[config.mk]
export PLATFORM = sky130hd
export DESIGN_NAME = product_bcd_formatter
export DESIGN_NICKNAME = d
export VERILOG_FILES = /design/src/rtl/booth_pkg.sv /design/src/rtl/bcd_digit_adj.sv /design/src/rtl/product_bcd_formatter.sv
export SDC_FILE = /design/constraint.sdc
export NUM_CORES = 1
export LEC_CHECK = 0
export BUFFER_PORTS_ARGS = -buffer_cell sky130_fd_sc_hd__buf_2
export CAP_MARGIN = 40
export CELL_PAD_IN_SITES_DETAIL_PLACEMENT = 1
export CELL_PAD_IN_SITES_GLOBAL_PLACEMENT = 1
export CORE_MARGIN = 5
export CORE_UTILIZATION = 35
export CTS_CLUSTER_DIAMETER = 150
export DETAILED_ROUTE_END_ITERATION = 8
export HOLD_SLACK_MARGIN = 0.05
export PLACE_DENSITY_LB_ADDON = 0.15
export SLEW_MARGIN = 20
export SYNTH_ARGS = -nofsm -noshare
export SYNTH_HDL_FRONTEND = slang
export SYNTH_SLANG_ARGS = --single-unit
[constraint.sdc]
create_clock -name clk -period 1.76 [get_ports clk]
set_input_delay 0.176 -clock clk [delete_from_list [all_inputs] [get_ports clk]]
set_output_delay 0.176 -clock clk [all_outputs]
set_load 0.05 [all_outputs]
[src/rtl/booth_pkg.sv]
// Definitions shared by the Booth multiplier and its downstream BCD formatter:
// default widths, the formatter state encoding and the double-dabble constants.
package booth_pkg;

  localparam int BOOTH_W  = 8;
  localparam int BOOTH_ND = 3;

  localparam logic [3:0] BCD_ADJ_THRESH = 4'd5;
  localparam logic [3:0] BCD_ADJ_ADD    = 4'd3;

  typedef enum logic [1:0] {
    IDLE,
    ABS,
    SHIFT
  } state_t;

  // Used at elaboration to prove ND digits can hold the largest magnitude.
  function automatic longint unsigned pow10(input int n);
    longint unsigned r;
    r = 64'd1;
    for (int i = 0; i < n; i++) r = r * 64'd10;
    return r;
  endfunction

endpackage

[src/rtl/bcd_digit_adj.sv]
// One double-dabble correction cell: a digit of 5 or more gets +3 so that the
// following left shift carries correctly into the next decimal digit.
module bcd_digit_adj
  import booth_pkg::*;
(
  input  logic [3:0] din,
  output logic [3:0] dout
);

  assign dout = (din >= BCD_ADJ_THRESH) ? (din + BCD_ADJ_ADD) : din;

endmodule

[src/rtl/product_bcd_formatter.sv]
// Converts a signed Booth product into sign plus ND-digit BCD magnitude using
// a bit-serial shift-add-3 engine; one product in flight at a time.
module product_bcd_formatter
  import booth_pkg::*;
#(
  parameter int W  = BOOTH_W,
  parameter int ND = BOOTH_ND
) (
  input  logic              clk,
  input  logic              reset,
  input  logic              in_valid,
  output logic              in_ready,
  input  logic [W-1:0]      product,
  output logic              out_valid,
  output logic              sign,
  output logic [4*ND-1:0]   bcd
);

  localparam int SW = 4*ND + W;
  localparam int CW = $clog2(W + 1);

  // The magnitude of -2^(W-1) must still fit in ND decimal digits.
  if (pow10(ND) <= (64'd1 << (W - 1))) begin : g_bad_params
    $error("product_bcd_formatter: ND digits too few for W-bit products");
  end

  state_t          state;
  logic [W-1:0]    p_reg;
  logic            s_reg;
  logic [SW-1:0]   sh_reg;
  logic [SW-1:0]   sh_next;
  logic [CW-1:0]   cnt;
  logic [W-1:0]    mag;
  logic [4*ND-1:0] adj_digits;

  for (genvar i = 0; i < ND; i++) begin : g_adj
    bcd_digit_adj u_adj (
      .din  (sh_reg[W + 4*i +: 4]),
      .dout (adj_digits[4*i +: 4])
    );
  end

  assign sh_next  = {adj_digits, sh_reg[W-1:0]} << 1;
  assign mag      = p_reg[W-1] ? (~p_reg + {{(W-1){1'b0}}, 1'b1}) : p_reg;
  assign in_ready = (state == IDLE);

  // The completing edge publishes sh_next directly, since sh_reg is one shift behind.
  always_ff @(posedge clk) begin
    if (reset) begin
      state     <= IDLE;
      p_reg     <= '0;
      s_reg     <= 1'b0;
      sh_reg    <= '0;
      cnt       <= '0;
      out_valid <= 1'b0;
      sign      <= 1'b0;
      bcd       <= '0;
    end else begin
      out_valid <= 1'b0;
      case (state)
        IDLE: begin
          if (in_valid) begin
            p_reg <= product;
            state <= ABS;
          end
        end
        ABS: begin
          s_reg  <= p_reg[W-1];
          sh_reg <= {{(4*ND){1'b0}}, mag};
          cnt    <= CW'(W);
          state  <= SHIFT;
        end
        SHIFT: begin
          sh_reg <= sh_next;
          cnt    <= cnt - CW'(1);
          if (cnt == CW'(1)) begin
            sign      <= s_reg;
            bcd       <= sh_next[SW-1:W];
            out_valid <= 1'b1;
            state     <= IDLE;
          end
        end
        default: state <= IDLE;
      endcase
    end
  end

endmodule

==> impl_metrics.yaml <==
floorplanning:
  die_h_um: 92.9
  die_w_um: 92.9
  die_area_um2: 8630
  num_rows: 30
  core_um2: 6760
  io_pins: 26
  initial_utilization_pct: 35.6
clocking:
  worstSkewPairLatency_ps: 310
  cts_buffer_depth: 2
  cts_made_buffers: 5
  cts_sinks: 49
  clkTransAtPathRegs_ps: 100
  htree_num_levels: 2
  cts_root_buf: "clkbuf_8"
  tritoncts: "done"
  cts-hold-fix-buffers: 0
power:
  p_leak_nw: 1.10
  ir_worst_vdd_mv: 0.381
  cellPowerDensity_nw_per_um2: 1060
placement:
  dp_hpwl_um: 4300
  gp_congestion: 0.703
  placedCellCount: 387
  post-place-ws_ps: 30.7
  io_buffers: 25
synth:
  yosys-top-cells-count: "dfxtp_1, nand2_1, a21oi_1"
  ys_warn_count: 0
  yosys_register_bits: 49
  synth_area_leader_cell: "dfxtp_1"
  synth-async-reset-ratio_pct: 0
  synth_top_area_share_pct: 40.8
  syn-num-nets: 305
  synth_edf_count: 0
  synth_seq_area_share_pct: 40.8
  syn_area_um2: 2410
  syn_avg_cell_area_um2: 8.59
  yosysMostFrequentCell: "dfxtp_1"
  ys_types: 44
  synthCells: 280
  ys.flop_type: "dfxtp_1"
  synth_area_leaders: "dfxtp_1, ha_1, a21oi_1"
global_route:
  grt_pass1_vias: 2106
  grt.total_usage_pct: 14.7
  grt_antenna_before_repair: 0
  grt-ovfl-total: 0
  grt_pass1_wl_um: 10200
  grt_max_degree: 41
routing:
  wl_per_cell_um: 15.0
  drc_errors: 0
  vias: 2082
  ant_nets: 0
  via_per_inst: 5.23
  totalWireLength_um: 5960
  first_pass_iters: 4
  drt_first_iter_violations: 95
finish:
  fin_cells: 398
  drive_gt1_share_pct: 23.0
  fillCellCount: 820
  diodes: 0
  syn2layout_area_growth_pct: 18.4
  num-nets-final: 342
  largest_register_ffs: 20
timing:
  finalCriticalPeriod_ps: 1680
  hold_ws_ps: 109
  fmax_ghz: 0.596
  fin_ws_ps: 81.5
  skew_ps: 9.83
  max_slew.worst_pin.slew_ps: 479
  setup_viol: 0
  hold_viol: 0
  post-route-period-util_pct: 95.4
  final_max_slew_viol_count: 0
  slew_headroom_pct: 68.0
setup_path:
  worstSetupStartpointType: "register"
  critPathKind: "reg -> reg"
  worstPathMaxFanout: 7
  crit_required_ps: 1990
  endpoint_kind: "register"
  r2r_setup_slack_ps: 80
  crit_arrival_ps: 1900
hold_path:
  hp-class: "in -> reg"
outcome:
  status: "complete, no violations"
run:
  drv_cap: 0
-- cell usage in the layout (no fill, tap or decap), types with 4 or more instances in the layout --
cell type	instances
dfxtp_1	46
nand2_1	31
a21oi_1	25
buf_2	25
nor2_1	24
inv_1	19
buf_4	17
ha_1	13
nand3_1	10
o21ai_0	10
mux2i_1	8
clkbuf_8	7
o32ai_1	6
nor3_1	6
o22ai_1	6
o31ai_1	5
nor3b_1	5
xnor2_1	4
nor2b_1	4
a311oi_1	4
-- critical path, stage by stage (launching register included) --
cell     delay [ps]
dfxtp_2         340
inv_2            60
ha_2            160
or3b_4          430
nor2_8          170
nand2_1         200
o22ai_1         240
-- power by group --
part	internal, mW	switching [mW]
clock	0.356	0.390
sequential	1.21	0.0781
combinational	0.398	0.601
-- final cells by class --
type,instances,area (µm²),area share (%)
Clock buffer,7,96.3,3.38
Clock inverter,1,5.00,0.176
Inverter,21,78.8,2.77
Multi-Input combinational cell,195,1290,45.2
Sequential cell,49,985,34.6
Tap cell,80,100,3.51
Timing Repair Buffer,45,295,10.4
-- through the flow --
| step | area [µm²] | power (mW) | TNS (ps) | util (%) |
|---|---|---|---|---|
| 5_1_grt | 2850 | 3.24 | -6.58 | 42.1 |
| 3_3_place_gp | 2690 | 2.26 | 0 | 39.8 |
| 6_report | 2850 | 3.03 | 0 | 42.1 |
| 4_1_cts | 2790 | 3.03 | 0 | 41.3 |
| 2_1_floorplan | 2410 | 1.93 | 0 | - |
| 3_5_place_dp | 2690 | 2.27 | 0 | 39.8 |
-- path summary, 6_finish.rpt --
check | startpoint | end | depth (start not counted)
worst min-delay path | product[7] | p_reg[7] | 3
worst min register to register | bcd[9] | bcd[9] | 2
worst max-delay path | cnt[1] | bcd[10] | 6
worst max register to register | cnt[1] | bcd[10] | 6
-- layer usage --
| metal | up-vias | GRT usage, % | part of all wire [%] |
|---|---|---|---|
| li1 | 1058 | - | - |
| met1 | 998 | 20.9 | 52 |
| met2 | 20 | 22.4 | 45 |
| met3 | 6 | 2.92 | 2.1 |
| met4 | 0 | 4.03 | 1.2 |
| met5 | - | 0 | 0 |
-- kinds of logic after synthesis --
family | count (synthesis) | share of synthesized area, %
multiplexers | 11 | 4.73
AO/OA/AOI/OAI | 72 | 19.7
flip-flops | 49 | 40.8
AND/OR/NAND/NOR | 93 | 19.0
adder cells (fa/ha/maj) | 14 | 7.28
XOR/XNOR | 5 | 1.82
buffers and inverters | 36 | 6.66
-- timing repair --
item	CTS	global route
buffers inserted	0	3
gates resized for setup	0	11
endpoints found under the setup margin	0	21
No activity file was read; power rests on OpenSTA's default activity.
